## src/rtl/ctrl_pkg.sv

```systemverilog
// Shared types for the ID-stage decode and hazard controller: opcodes, ALU/writeback encodings
// and the control bundle carried into EX.
package ctrl_pkg;

  localparam logic [6:0] OpcLui    = 7'b0110111;
  localparam logic [6:0] OpcAuipc  = 7'b0010111;
  localparam logic [6:0] OpcJal    = 7'b1101111;
  localparam logic [6:0] OpcJalr   = 7'b1100111;
  localparam logic [6:0] OpcBranch = 7'b1100011;
  localparam logic [6:0] OpcLoad   = 7'b0000011;
  localparam logic [6:0] OpcStore  = 7'b0100011;
  localparam logic [6:0] OpcOpImm  = 7'b0010011;
  localparam logic [6:0] OpcOp     = 7'b0110011;

  typedef enum logic [3:0] {
    AluAdd  = 4'b0000,
    AluSub  = 4'b0001,
    AluSlt  = 4'b0010,
    AluSltu = 4'b0011,
    AluXor  = 4'b0100,
    AluOr   = 4'b0101,
    AluAnd  = 4'b0110,
    AluSll  = 4'b0111,
    AluSrl  = 4'b1000,
    AluSra  = 4'b1001,
    AluLui  = 4'b1010
  } alu_op_e;

  typedef enum logic [1:0] {
    WbAlu  = 2'b00,
    WbLoad = 2'b01,
    WbPc4  = 2'b10
  } wb_sel_e;

  typedef struct packed {
    logic        insn_vld;
    logic        rd_wren;
    logic        mem_wren;
    logic        op_a_sel;
    logic        op_b_sel;
    wb_sel_e     wb_sel;
    alu_op_e     alu_op;
    logic [2:0]  l_length;
    logic        l_unsigned;
    logic [1:0]  s_length;
    logic [2:0]  br_type;
    logic        is_branch;
    logic        jump;
    logic [4:0]  rd;
  } ctrl_bundle_t;

  localparam int unsigned CTRL_W = $bits(ctrl_bundle_t);

  // alt selects SUB for funct3=000 and SRA for funct3=101.
  function automatic alu_op_e alu_from_f3(input logic [2:0] f3, input logic alt);
    case (f3)
      3'b000:  return alt ? AluSub : AluAdd;
      3'b001:  return AluSll;
      3'b010:  return AluSlt;
      3'b011:  return AluSltu;
      3'b100:  return AluXor;
      3'b101:  return alt ? AluSra : AluSrl;
      3'b110:  return AluOr;
      default: return AluAnd;
    endcase
  endfunction

endpackage

```

## src/rtl/ctrl_decode.sv

```systemverilog
// Combinational RV32I/RV32E decoder: instruction to control bundle, source usage and illegal flag.
module ctrl_decode
  import ctrl_pkg::*;
#(
  parameter int unsigned RF_AW = 5
) (
  input  logic [31:0]  instr,
  output ctrl_bundle_t ctrl,
  output logic         rs1_used,
  output logic         rs2_used,
  output logic         illegal
);

  logic [6:0]   opcode;
  logic [2:0]   funct3;
  logic [6:0]   funct7;
  logic [4:0]   rd, rs1, rs2;
  logic         bad_op;
  ctrl_bundle_t dec;

  assign opcode = instr[6:0];
  assign rd     = instr[11:7];
  assign funct3 = instr[14:12];
  assign rs1    = instr[19:15];
  assign rs2    = instr[24:20];
  assign funct7 = instr[31:25];

  function automatic logic reg_oob(input logic [4:0] r);
    return (32'(r) >> RF_AW) != 32'd0;
  endfunction

  always_comb begin
    dec          = '0;
    dec.insn_vld = 1'b1;
    rs1_used     = 1'b0;
    rs2_used     = 1'b0;
    bad_op       = 1'b0;
    case (opcode)
      OpcLui: begin
        dec.rd_wren  = 1'b1;
        dec.op_b_sel = 1'b1;
        dec.alu_op   = AluLui;
      end
      OpcAuipc: begin
        dec.rd_wren  = 1'b1;
        dec.op_a_sel = 1'b1;
        dec.op_b_sel = 1'b1;
      end
      OpcJal: begin
        dec.rd_wren  = 1'b1;
        dec.op_a_sel = 1'b1;
        dec.op_b_sel = 1'b1;
        dec.wb_sel   = WbPc4;
        dec.jump     = 1'b1;
      end
      OpcJalr: begin
        dec.rd_wren  = 1'b1;
        dec.op_b_sel = 1'b1;
        dec.wb_sel   = WbPc4;
        dec.jump     = 1'b1;
        rs1_used     = 1'b1;
      end
      OpcBranch: begin
        dec.is_branch = 1'b1;
        dec.br_type   = funct3;
        dec.op_a_sel  = 1'b1;
        dec.op_b_sel  = 1'b1;
        rs1_used      = 1'b1;
        rs2_used      = 1'b1;
        bad_op        = (funct3[2:1] == 2'b01);
      end
      OpcLoad: begin
        dec.rd_wren    = 1'b1;
        dec.op_b_sel   = 1'b1;
        dec.wb_sel     = WbLoad;
        dec.l_length   = funct3;
        dec.l_unsigned = funct3[2] & ~funct3[1];
        rs1_used       = 1'b1;
      end
      OpcStore: begin
        dec.mem_wren = 1'b1;
        dec.op_b_sel = 1'b1;
        dec.s_length = funct3[1:0];
        rs1_used     = 1'b1;
        rs2_used     = 1'b1;
      end
      OpcOpImm: begin
        dec.rd_wren  = 1'b1;
        dec.op_b_sel = 1'b1;
        dec.alu_op   = alu_from_f3(funct3, (funct3 == 3'b101) && instr[30]);
        rs1_used     = 1'b1;
      end
      OpcOp: begin
        dec.rd_wren = 1'b1;
        dec.alu_op  = alu_from_f3(funct3, funct7[5]);
        rs1_used    = 1'b1;
        rs2_used    = 1'b1;
        bad_op      = (funct7 != 7'b0000000) && (funct7 != 7'b0100000);
      end
      default: bad_op = 1'b1;
    endcase
    if (dec.rd_wren) dec.rd = rd;

    illegal = bad_op | (rs1_used & reg_oob(rs1)) | (rs2_used & reg_oob(rs2)) |
              (dec.rd_wren & reg_oob(rd));
    ctrl    = illegal ? '0 : dec;
  end

endmodule

```

## src/rtl/ctrl_pipe_unit.sv

```systemverilog
// ID/EX control register with RAW scoreboard stall, EX-branch flush and saturating event counters.
module ctrl_pipe_unit
  import ctrl_pkg::*;
#(
  parameter int unsigned HAZ_DEPTH = 3,
  parameter int unsigned RF_AW     = 5,
  parameter int unsigned CNT_W     = 32
) (
  input  logic              i_clk,
  input  logic              i_rst,
  input  logic [31:0]       i_instr,
  input  logic              i_instr_vld,
  input  logic              i_br_taken,
  output logic              o_stall,
  output logic              o_flush,
  output logic [CTRL_W-1:0] o_ex_ctrl,
  output logic              o_illegal,
  output logic [CNT_W-1:0]  o_stall_cnt,
  output logic [CNT_W-1:0]  o_flush_cnt
);

  ctrl_bundle_t         dec_ctrl, ex_ctrl_q;
  logic                 rs1_used, rs2_used, illegal;
  logic [4:0]           rs1, rs2;
  logic                 raw, hazard, issue, illegal_q;
  logic [HAZ_DEPTH-1:0] sb_vld_q;
  logic [4:0]           sb_rd_q [HAZ_DEPTH];
  logic [CNT_W-1:0]     stall_cnt_q, flush_cnt_q;

  ctrl_decode #(
    .RF_AW(RF_AW)
  ) u_decode (
    .instr    (i_instr),
    .ctrl     (dec_ctrl),
    .rs1_used (rs1_used),
    .rs2_used (rs2_used),
    .illegal  (illegal)
  );

  assign rs1 = i_instr[19:15];
  assign rs2 = i_instr[24:20];

  always_comb begin
    raw = 1'b0;
    for (int unsigned i = 0; i < HAZ_DEPTH; i++) begin
      if (sb_vld_q[i] && rs1_used && (rs1 != 5'd0) && (sb_rd_q[i] == rs1)) raw = 1'b1;
      if (sb_vld_q[i] && rs2_used && (rs2 != 5'd0) && (sb_rd_q[i] == rs2)) raw = 1'b1;
    end
  end

  assign hazard  = i_instr_vld && !illegal && raw;
  assign o_flush = i_br_taken;
  assign o_stall = hazard && !i_br_taken;
  assign issue   = i_instr_vld && !i_br_taken && !hazard;

  always_ff @(posedge i_clk) begin
    if (i_rst) begin
      ex_ctrl_q   <= '0;
      illegal_q   <= 1'b0;
      sb_vld_q    <= '0;
      stall_cnt_q <= '0;
      flush_cnt_q <= '0;
      for (int unsigned i = 0; i < HAZ_DEPTH; i++) sb_rd_q[i] <= '0;
    end else begin
      ex_ctrl_q   <= issue ? dec_ctrl : '0;
      illegal_q   <= issue && illegal;
      // Illegal instructions decode with rd_wren=0, so they never enter the scoreboard.
      sb_vld_q[0] <= issue && dec_ctrl.rd_wren && (dec_ctrl.rd != 5'd0);
      sb_rd_q[0]  <= dec_ctrl.rd;
      for (int unsigned i = 1; i < HAZ_DEPTH; i++) begin
        sb_vld_q[i] <= sb_vld_q[i-1];
        sb_rd_q[i]  <= sb_rd_q[i-1];
      end
      if (o_flush && (flush_cnt_q != '1)) flush_cnt_q <= flush_cnt_q + 1'b1;
      if (o_stall && (stall_cnt_q != '1)) stall_cnt_q <= stall_cnt_q + 1'b1;
    end
  end

  assign o_ex_ctrl   = ex_ctrl_q;
  assign o_illegal   = illegal_q;
  assign o_stall_cnt = stall_cnt_q;
  assign o_flush_cnt = flush_cnt_q;

endmodule

```

## config.mk

```make
export PLATFORM = sky130hd
export DESIGN_NAME = ctrl_pipe_unit
export DESIGN_NICKNAME = d
export VERILOG_FILES = /design/src/rtl/ctrl_pkg.sv /design/src/rtl/ctrl_decode.sv /design/src/rtl/ctrl_pipe_unit.sv
export SDC_FILE = /design/constraint.sdc
export NUM_CORES = 1
export LEC_CHECK = 0
export ABC_CLOCK_PERIOD_IN_PS = 2300
export CAP_MARGIN = 15
export CELL_PAD_IN_SITES_DETAIL_PLACEMENT = 0
export CELL_PAD_IN_SITES_GLOBAL_PLACEMENT = 1
export CORE_MARGIN = 2
export CORE_UTILIZATION = 33
export DETAILED_ROUTE_END_ITERATION = 10
export GPL_ROUTABILITY_DRIVEN = 0
export PLACE_DENSITY = 0.73
export SYNTH_ARGS = -nofsm -noshare
export SYNTH_HDL_FRONTEND = slang
export SYNTH_SLANG_ARGS = --single-unit
```

## constraint.sdc

```tcl
create_clock -name i_clk -period 2.3 [get_ports i_clk]
set_input_delay 0.46 -clock i_clk [delete_from_list [all_inputs] [get_ports i_clk]]
set_output_delay 0.46 -clock i_clk [all_outputs]
set_load 0.02 [all_outputs]
```

### Word-level counts from Yosys, hierarchy flattened

Memory sizes are Yosys's and may differ from the RTL's.
Index checks and enable logic that the tools add are counted.

* output and inout port bits: 94
* memories: 1
* word-level logic and storage cells: 138
* flip-flop bits (word level): 95
* memory bits (writable): 15

Memories
* sb_rd_q: depth 3, width 5, read ports 3, clocked after memory_dff 0, write ports 3, line ctrl_pipe_unit.sv:27 `logic [4:0] sb_rd_q [HAZ_DEPTH];`

* mux-type cells: 33
* add/subtract/negate cells: 2
* reductions and logical operators: 50
* equal/unequal tests: 25
* bitwise gates (word level): 9

Operators by type and width (count)
* $add A32 B1 Y32 const B: 2
* $ne A32 B32 Y1 const B: 2
* $pmux W4 S7: 2
* $eq A5 B5 Y1: 6
* $logic_and A1 B1 Y1: 30
* $mux W27: 1
* $eq A7 B6 Y1 const B: 3
* $eq A7 B7 Y1 const B: 3
* $mux W1: 20
* $mux W5: 4
* $reduce_bool A5 Y1: 3
* $eq A7 B5 Y1 const B: 2
* $reduce_or A7 Y1: 2
* $pmux W4 S3: 1
* $reduce_or A4 Y1: 3
* $eq A3 B3 Y1 const B: 3
* $reduce_or A3 Y1: 3
* $mux W4: 2
* $reduce_or A8 Y1: 1
* $eq A7 B2 Y1 const B: 1
* $ne A7 B6 Y1 const B: 1
* $reduce_bool A7 Y1: 1
* $eq A3 B2 Y1 const B: 2
* $reduce_or A6 Y1: 1
* other kinds (11): 20

### Depth between registers and ports, before layout

Gate-level depths: netlist of run 1.

* word-level depth: 17
* mapped depth: 10
* mapped depth without buffers: 7

### By module

A second synthesis of run 1 with hierarchy kept.

* cell total of the unflattened synthesis: 610
* area total of the unflattened synthesis: 5291.3 µm²

Modules (own cells, without submodules)
* ctrl_pipe_unit: cells an instance 529, times used 1, area each 4754.6 µm²
* ctrl_decode: cells an instance 81, times used 1, area each 536.8 µm²

### Worst setup path before layout of run 1

No wires, ideal clock.

* kind: input-to-reg
* from: input port i_instr[5]
* to: register stall_cnt_q[19], in the netlist o_stall_cnt[19]
* required time: 2.179 ns
* data arrival time: 2.329 ns
* path buffers: 2
* stages: 9
* setup slack: -0.150 ns
* cell sequence: buf_2 and3b_1 o22ai_1 or3_1 nand4bb_1 o32a_1 buf_6 nor4_1 mux2_2

* longest elaborated chain between the ends: 15
* elaborated cells on any way between the ends: 44

Ends and longest elaborated chain
* start: declaration: line ctrl_pipe_unit.sv:11 `input logic [31:0] i_instr,`
* $eq A7 B7 Y1, or another cell as far along: line ctrl_decode.sv:38 `case (opcode)`
* $reduce_or A6 Y1 (no source line)
* $mux W1: line ctrl_decode.sv:38
* $logic_and A1 B1 Y1 (3 in series): line ctrl_pipe_unit.sv:46 `if (sb_vld_q[i] && rs1_used && (rs1 != 5'd0) && (sb_rd_q[i] == rs1)) raw = 1'b1;`
* $mux W1: line ctrl_pipe_unit.sv:46
* $mux W1: line ctrl_pipe_unit.sv:47 `if (sb_vld_q[i] && rs2_used && (rs2 != 5'd0) && (sb_rd_q[i] == rs2)) raw = 1'b1;`
* $mux W1: line ctrl_pipe_unit.sv:46
* $mux W1: line ctrl_pipe_unit.sv:47
* $mux W1: line ctrl_pipe_unit.sv:46
* $mux W1: line ctrl_pipe_unit.sv:47
* $logic_and A1 B1 Y1 *: line ctrl_pipe_unit.sv:51 `assign hazard = i_instr_vld && !illegal && raw;`
* $logic_and A1 B1 Y1 *: line ctrl_pipe_unit.sv:53 `assign o_stall = hazard && !i_br_taken;`
* $logic_and A1 B1 Y1 *: line ctrl_pipe_unit.sv:75 `if (o_stall && (stall_cnt_q != '1)) stall_cnt_q <= stall_cnt_q + 1'b1;`
* end signal: assignment: line ctrl_pipe_unit.sv:75
* end: declaration: line ctrl_pipe_unit.sv:28 `logic [CNT_W-1:0] stall_cnt_q, flush_cnt_q;`

Mark *: on every way between the ends. The rest lies on a longest branch, timed or not.
A chain may end at the register's enable or synchronous reset.

### Final worst setup path of run 1

* from: input port i_instr[5]
* to: register stall_cnt_q[23], in the netlist o_stall_cnt[23]

Same word-level chain as after synthesis.

==> qor.csv, run 1 <==
stage,metric,value,unit
run_status,status,"complete, but fails checks",
run_status,violated checks,setup timing,
clock_network,CTS tree,done,
global_route,gr ovfl total,0,
clock_network,CTS Sinks,110,
final_layout,Final #Nets,816,
min_path,HP Start,i_rst,
final_layout,post-route design area,7690,sq um
final_layout,Seq. cell area,2210,sq um
floorplan,die area,16600,sq um
timing,Rel. slew slack,75.3,%
global_route,Total GRT Usage,17.0,%
detailed_routing,vias,4910,
synthesis,"Seq/Total Area, Yosys",42.9,%
critical_path,Setup crit start kind,primary input,
detailed_routing,1st-pass router iterations,4,
critical_path,Setup crit end kind,register,
final_layout,share of cells above drive strength 1,20.3,%
synthesis,Post-Syn Area,5130,sq um
critical_path,WP data arrival,2.63,ns
floorplan,core area,15200,sq um
timing,min Tclk post-route,2.39,ns
timing,Final Hold Fails,0,
detailed_routing,Antenna Violating Nets Remaining,0,
synthesis,asr flop ratio synth,0,%
timing,RSZ-0062 raised after global routing,true,
clock_network,hold_buf cts,0,
flow_run,max_cap viols,0,
min_path,worst min-delay path category,in -> reg,
timing,clock skew,0.00809,ns
pwr,Pwr Total,0.00387,W
clock_network,Root Buffer,clkbuf_16,
global_route,vias in the first global route,4709,
synthesis,Post-synth EDFFs,0,
floorplan,Rows,45,
timing,fin worst setup slack,-0.0944,ns
timing,Finish-stage setup viols,19,
floorplan,Vert. Die Dim,129,um
synthesis,Syn Nets,630,
synthesis,Ys Warns,0,
timing,final max-slew violation count,0,
place,Area after DPL,7010,sq um
global_route,largest net degree at the start of global routing,67,
detailed_routing,Vias/cell,5.06,
place,dpl hpwl,10300,um
critical_path,Worst R2R Start,sb_rd_q[0][6],
clock_network,Worst-Skew Late Latency,0.35,ns
pwr,Static Leak,2.92,nW
timing,Fmax achieved,418,MHz
clock_network,cts bufs inserted,9,
place,Port Buffers,129,
clock_network,clock slew at reported path FFs,0.07,ns
final_layout,Layout fillers,1400,
final_layout,Util after Layout,50.6,%
pwr,Max VDD drop,0.000311,V
final_layout,Layout area overhead,49.8,%
detailed_routing,Iteration-0 DRC Markers,208,
clock_network,H-tree depth,3,
critical_path,kind of critical path,in -> reg,
synthesis,post-synthesis cell count,592,
global_route,first-pass GRT wire length,22800,um
synthesis,synth unique cells,50,
timing,period utilization,104,%
critical_path,CP startpoint,i_instr[5],
final_layout,Multi-input gate area,2980,sq um
detailed_routing,routed wire length per instance,14.6,um
clock_network,CTS max path bufs,2,
floorplan,Starting Density,33.8,%
detailed_routing,final wirelength,14200,um
pwr,Pwr Density,503,nW/um^2
floorplan,Die Wd,129,um
critical_path,CP required,2.54,ns
synthesis,Syn Area/Cell,8.67,sq um
timing,Worst-Margin Slew,0.370,ns
floorplan,IO Count,130,
final_layout,n_diodes,0,
global_route,antenna violations before repair,0,
synthesis,"Primary FF master, synth",dfxtp_1,
detailed_routing,DRC,0,
critical_path,crit path max fanout,7,
synthesis,synthesis-stage register bit count,110,
==> logic make-up (layout without fill, tap and decap cells) <==
logic type | after synthesis | count (layout) | synth area share [%]
compound gates | 78 | 78 | 8.65
xor+xnor | 58 | 58 | 9.90
fa+ha+maj | 2 | 2 | 0.487
buf+inv | 36 | 226 | 3.51
flops | 110 | 110 | 42.9
mux | 7 | 7 | 1.51
simple gates | 301 | 301 | 33.0
==> cell usage after synthesis, types with 2 or more instances <==
cell / count / area, sq um
o21bai_1: 2 / 15.0
and3_1: 28 / 175
nor2b_1: 25 / 156
dfxtp_1: 110 / 2200
clkbuf_1: 19 / 71.3
buf_2: 3 / 15.0
nand4_1: 31 / 194
and4_1: 10 / 87.6
nand3b_1: 2 / 15.0
or2_1: 2 / 12.5
xnor2_1: 15 / 131
buf_6: 5 / 56.3
and2_1: 20 / 125
nand4bb_1: 2 / 22.5
mux2_2: 6 / 67.6
nand3_1: 25 / 125
nor4b_1: 2 / 17.5
a21oi_1: 29 / 145
nor2_1: 52 / 195
o21ai_0: 34 / 170
ha_1: 2 / 25.0
xor2_1: 43 / 377
nand2_1: 35 / 131
nor3_1: 8 / 40.0
or4_1: 3 / 22.5
nor4_1: 13 / 81.3
nand2b_1: 5 / 31.3
or3_1: 30 / 188
inv_1: 7 / 26.3
a21boi_0: 2 / 15.0
o22ai_1: 3 / 18.8
==> sequential cells by signal (all words and copies together) (netlist names) <==
name	flops
o_ex_ctrl	27
o_stall_cnt	32
o_flush_cnt	32
o_illegal	1
sb_vld_q	3
sb_rd_q	15
==> through the flow <==
stage / setup TNS [ns] / hold slack (ns) / cells / setup WS (ns)
floorplan: -1.89 / 0.452 / 592 / -0.101
finish: -0.427 / 0.402 / 970 / -0.0944
CTS: -0.122 / 0.393 / 969 / -0.0630
global placement: -32.35 / 0.484 / 941 / -0.897
global route: -2.93 / 0.397 / 970 / -0.163
detailed placement: -37.39 / 0.494 / 941 / -1.00
==> worst max-delay path, stage by stage <==
cell	delay (ns)
clkdlybuf4s15_2	0.20
and3b_1	0.21
buf_4	0.14
nand2_1	0.10
a31oi_4	0.19
nand2_2	0.09
o32a_4	0.44
buf_12	0.17
nor4_4	0.30
mux2_4	0.32
==> cells in the final DEF, fill, tap and decap left out, types with 3 or more instances in the layout <==
master	count
nand2b_1	5
nor4_1	7
clkdlybuf4s15_2	6
xor2_1	43
and2_1	20
clkbuf_16	9
o21ai_0	34
buf_12	3
nor3_1	5
and3_1	27
buf_4	61
nor3_2	3
nand3_1	25
mux2_4	3
dlygate4sd2_1	9
xnor2_1	15
clkdlybuf4s50_1	102
and4_1	10
mux2_2	3
inv_1	7
dfxtp_2	6
nor4_2	3
a21oi_2	11
buf_2	8
dfxtp_1	104
buf_6	11
nor2b_1	24
a21oi_1	18
nand2_1	33
or3_4	4
nor2_1	50
nand4_1	31
nor4_4	3
or3_1	26
==> where the power goes <==
group	internal, W	leakage (nW)	switching [W]
registers	0.00191	0.889	0.00000891
clock network	0.000983	0.153	0.000692
logic	0.000138	1.88	0.000136
==> path summary, 6_finish.rpt <==
| path | cells past startpoint | to | slack, ns |
|---|---|---|---|
| hold reg to reg | 1 | sb_rd_q[0][6] | 0.49 |
| hold / removal | 2 | o_stall_cnt[2] | 0.40 |
| setup / recovery | 10 | o_stall_cnt[23] | -0.09 |
| setup reg to reg | 8 | o_stall_cnt[23] | -0.07 |
==> final cells by class <==
cell class	count	share of cell area (%)
multi-input combinational	446	38.8
sequential	110	28.7
timing repair buffer	204	25.0
clock buffer	12	3.20
tap	188	3.06
clock inverter	3	0.895
inverter	7	0.342
==> per-layer routing <==
| layer | part of all wire [%] | up-vias | GRT usage, % |
|---|---|---|---|
| li1 | - | 2471 | - |
| met1 | 48 | 2303 | 22.3 |
| met2 | 46 | 114 | 27.4 |
| met3 | 4.7 | 22 | 3.58 |
| met4 | 1.7 | 0 | 6.39 |
| met5 | 0 | - | 0 |
==> what timing repair did <==
action                                  CTS  global route
pin swaps                                36             8
setup buffers                            11             1
cloned                                    2             0
resized for setup                       107            24
endpoints found under the setup margin   50            40
No activity file was read; power rests on OpenSTA's default activity.
==> inputs of run 2 (changes only) <==
--- a/config.mk
+++ b/config.mk
@@ -5,15 +5,15 @@
 export SDC_FILE = /design/constraint.sdc
 export NUM_CORES = 1
 export LEC_CHECK = 0
-export ABC_CLOCK_PERIOD_IN_PS = 2300
+export ABC_CLOCK_PERIOD_IN_PS = 3000
 export CAP_MARGIN = 15
 export CELL_PAD_IN_SITES_DETAIL_PLACEMENT = 0
 export CELL_PAD_IN_SITES_GLOBAL_PLACEMENT = 1
 export CORE_MARGIN = 2
-export CORE_UTILIZATION = 33
+export CORE_UTILIZATION = 39
 export DETAILED_ROUTE_END_ITERATION = 10
 export GPL_ROUTABILITY_DRIVEN = 0
-export PLACE_DENSITY = 0.73
+export PLACE_DENSITY = 0.95
 export SYNTH_ARGS = -nofsm -noshare
 export SYNTH_HDL_FRONTEND = slang
 export SYNTH_SLANG_ARGS = --single-unit
==> constraint.sdc (replaced) <==
create_clock -name i_clk -period 3 [get_ports i_clk]
set_input_delay 0.6 -clock i_clk [delete_from_list [all_inputs] [get_ports i_clk]]
set_output_delay 0.6 -clock i_clk [all_outputs]
set_load 0.02 [all_outputs]
==> qor.csv, run 2 (synthesized netlist as in run 1, its figures left out) <==
stage,metric,value,unit,change
pwr,Logic pwr share,6.3,%,was 7.1%
pwr,share of power burned in registers,48.1,%,was 49.6%
critical_path,reg2reg setup slack,0.44,ns,was -0.07 ns
floorplan,Starting Density,40.4,%,was 33.8%
timing,Rel. slew slack,63.6,%,was 75.3%
critical_path,WP data arrival,2.32,ns,was 2.63 ns
critical_path,kind of critical path,in -> out,,was in -> reg
critical_path,Setup crit start kind,primary input,,unchanged
timing,min Tclk post-route,2.92,ns,
min_path,hold endpoint,sb_vld_q[2],,was o_stall_cnt[2]
timing,clock skew,0.00939,ns,was 0.00809 ns
critical_path,Worst R2R Start,sb_rd_q[0][3],,was sb_rd_q[0][6]
final_layout,share of cells above drive strength 1,9.88,%,was 20.3%
clock_network,CTS tree,done,,unchanged
timing,Final Hold Fails,0,,unchanged
final_layout,post-route design area,7180,sq um,was 7690 sq um
global_route,largest net degree at the start of global routing,37,,was 67
global_route,gr ovfl total,0,,unchanged
pwr,Max VDD drop,0.000251,V,was 0.000311 V
detailed_routing,Vias/cell,5.27,,was 5.06
min_path,HP Start,sb_vld_q[1],,was i_rst
place,Area after DPL,6800,sq um,was 7010 sq um
place,dpl hpwl,9910,um,was 10300 um
floorplan,Vert. Die Dim,119,um,was 129 um
floorplan,core area,12700,sq um,was 15200 sq um
clock_network,hold_buf cts,0,,unchanged
clock_network,H-tree depth,3,,unchanged
detailed_routing,1st-pass router iterations,5,,was 4
timing,Finish-stage setup viols,0,,was 19
final_layout,Util after Layout,56.5,%,was 50.6%
detailed_routing,DRC,0,,unchanged
min_path,Hold Path Cell Cnt,1,,was 2
final_layout,Layout fillers,1184,,was 1400
pwr,Pwr Density,426,nW/um^2,was 503 nW/um^2
clock_network,cts bufs inserted,9,,unchanged
critical_path,CP required,2.40,ns,was 2.54 ns
critical_path,Setup crit end kind,primary output,,was register
timing,Fmax achieved,342,MHz,
clock_network,Root Buffer,clkbuf_16,,unchanged
floorplan,Die Wd,119,um,was 129 um
pwr,Internal Pwr Total,0.00243,W,was 0.00303 W
clock_network,CTS Sinks,110,,unchanged
timing,RSZ-0062 raised after global routing,true,,unchanged
run_status,status,finished clean,,"was complete, but fails checks"
timing,Worst-Margin Slew,0.546,ns,was 0.370 ns
final_layout,Layout area overhead,39.9,%,was 49.8%
min_path,worst min-delay path category,reg -> reg,,was in -> reg
detailed_routing,final wirelength,13300,um,was 14200 um
floorplan,die area,14100,sq um,was 16600 sq um
clock_network,Worst-Skew Late Latency,0.35,ns,about the same
place,Port Buffers,129,,unchanged
critical_path,Worst Reg-to-Reg Cells,9,,was 8
critical_path,FF-to-FF End,o_stall_cnt[21],,was o_stall_cnt[23]
floorplan,IO Count,130,,unchanged
clock_network,CTS max path bufs,2,,unchanged
timing,period utilization,97.4,%,
detailed_routing,routed wire length per instance,14.5,um,was 14.6 um
global_route,vias in the first global route,4633,,was 4709
pwr,switching part of the total,20.7,%,was 21.7%
global_route,antenna violations before repair,0,,unchanged
final_layout,"commonest non-fill, non-tap cell in the layout",clkdlybuf4s50_1,,was dfxtp_1
final_layout,"commonest non-fill, non-tap cells in the layout","clkdlybuf4s50_1, dfxtp_1, nor2_1",,"was dfxtp_1, clkdlybuf4s50_1, buf_4"
detailed_routing,Iteration-0 DRC Markers,352,,was 208
timing,final max-slew violation count,0,,unchanged
global_route,first-pass GRT wire length,21800,um,was 22800 um
detailed_routing,vias,4852,,was 4910
clock_network,clock slew at reported path FFs,0.07,ns,about the same
pwr,Clock Power Share,45.6,%,was 43.3%
pwr,Static Leak,2.69,nW,was 2.92 nW
final_layout,Final #Nets,782,,was 816
floorplan,Rows,41,,was 45
final_layout,n_diodes,0,,unchanged
critical_path,crit path max fanout,3,,was 7
clock_network,setup bufs post-CTS,0,,was 11
timing,Final Hold Slack,0.503,ns,was 0.402 ns
detailed_routing,Antenna Violating Nets Remaining,0,,unchanged
global_route,Total GRT Usage,18.7,%,was 17.0%
pwr,sw power,0.000631,W,was 0.000837 W
flow_run,max_cap viols,0,,unchanged
==> run 2: changes by cell type in the layout (fill, tap and decap cells not counted), moves of 7 or more <==
cell	delta
a21oi_1	+11
a21oi_2	-11
buf_2	-7
buf_4	-20
buf_6	-11
clkdlybuf4s50_1	+17
dlygate4sd2_1	-7
==> run 2: critical path, cell delays in order <==
cell and delay, ns:
clkdlybuf4s50_1 0.45, buf_4 0.17, or4_1 0.51, nor2_2 0.11, a211o_1 0.14, o22ai_2 0.07
nand2_1 0.08, nor2_1 0.04, buf_4 0.15
==> run 2: cell type report <==
| type | count | area, sq um | share of cell area (%) |
|---|---|---|---|
| inverter | 7 | 26.3 | 0.366 |
| tap | 172 | 215 | 3.00 |
| clock inverter | 5 | 104 | 1.45 |
| multi-input combinational | 446 | 2770 | 38.5 |
| sequential | 110 | 2200 | 30.7 |
| timing repair buffer | 170 | 1620 | 22.5 |
| clock buffer | 11 | 253 | 3.52 |
==> run 2: stage by stage <==
step / total power [W] / setup slack, ns / instances / TNS [ns]
2_1_floorplan: 0.00159 / 0.325 / 592 / 0
3_3_place_gp: 0.00169 / -0.371 / 905 / -5.19
3_5_place_dp: 0.00170 / -0.417 / 905 / -7.28
4_1_cts: 0.00310 / 0.0478 / 921 / 0
5_1_grt: 0.00317 / -0.0222 / 921 / -0.0222
6_report: 0.00306 / 0.0774 / 921 / 0
==> run 2: what timing repair did <==
item                                    in CTS  in global routing
endpoints found under the setup margin       1                 24
pin swaps                                    0                  3
gates resized for setup                      6                 10
==> run 2: worst max path at each step <==
stage                start  endpoint  cells past startpoint
2_1_floorplan   i_instr[5]   o_stall                      7
3_3_place_gp   i_instr[17]   o_stall                      9
3_5_place_dp   i_instr[18]   o_stall                      9
4_1_cts        i_instr[21]   o_stall                     10
5_1_grt        i_instr[22]   o_stall                      9
6_report       i_instr[22]   o_stall                      9
==> run 2: routing by layer <==
| metal | track usage [%] | vias up | part of all wire (%) |
|---|---|---|---|
| li1 | - | 2404 | - |
| met1 | 23.1 | 2280 | 44 |
| met2 | 31.6 | 148 | 48 |
| met3 | 4.30 | 20 | 5.7 |
| met4 | 7.29 | 0 | 1.7 |
| met5 | 0 | - | 0 |
==> run 2: power by group through the flow <==
stage | clock network, W | registers [W] | logic (W)
after floorplan | 0 | 0.00151 | 0.0000832
after global placement | 0 | 0.00150 | 0.000188
after detailed placement | 0 | 0.00150 | 0.000194
after CTS | 0.00143 | 0.00147 | 0.000194
after global routing | 0.00149 | 0.00147 | 0.000210
final | 0.00139 | 0.00147 | 0.000193
==> inputs of run 3 (changes only) <==
--- a/config.mk
+++ b/config.mk
@@ -12,7 +12,7 @@
 export CORE_MARGIN = 2
 export CORE_UTILIZATION = 39
 export DETAILED_ROUTE_END_ITERATION = 10
-export GPL_ROUTABILITY_DRIVEN = 0
+export GPL_ROUTABILITY_DRIVEN = 1
 export PLACE_DENSITY = 0.95
 export SYNTH_ARGS = -nofsm -noshare
 export SYNTH_HDL_FRONTEND = slang
==> results of run 3 <==
No change in the layout: final DEF, timing and power equal those of run 2.
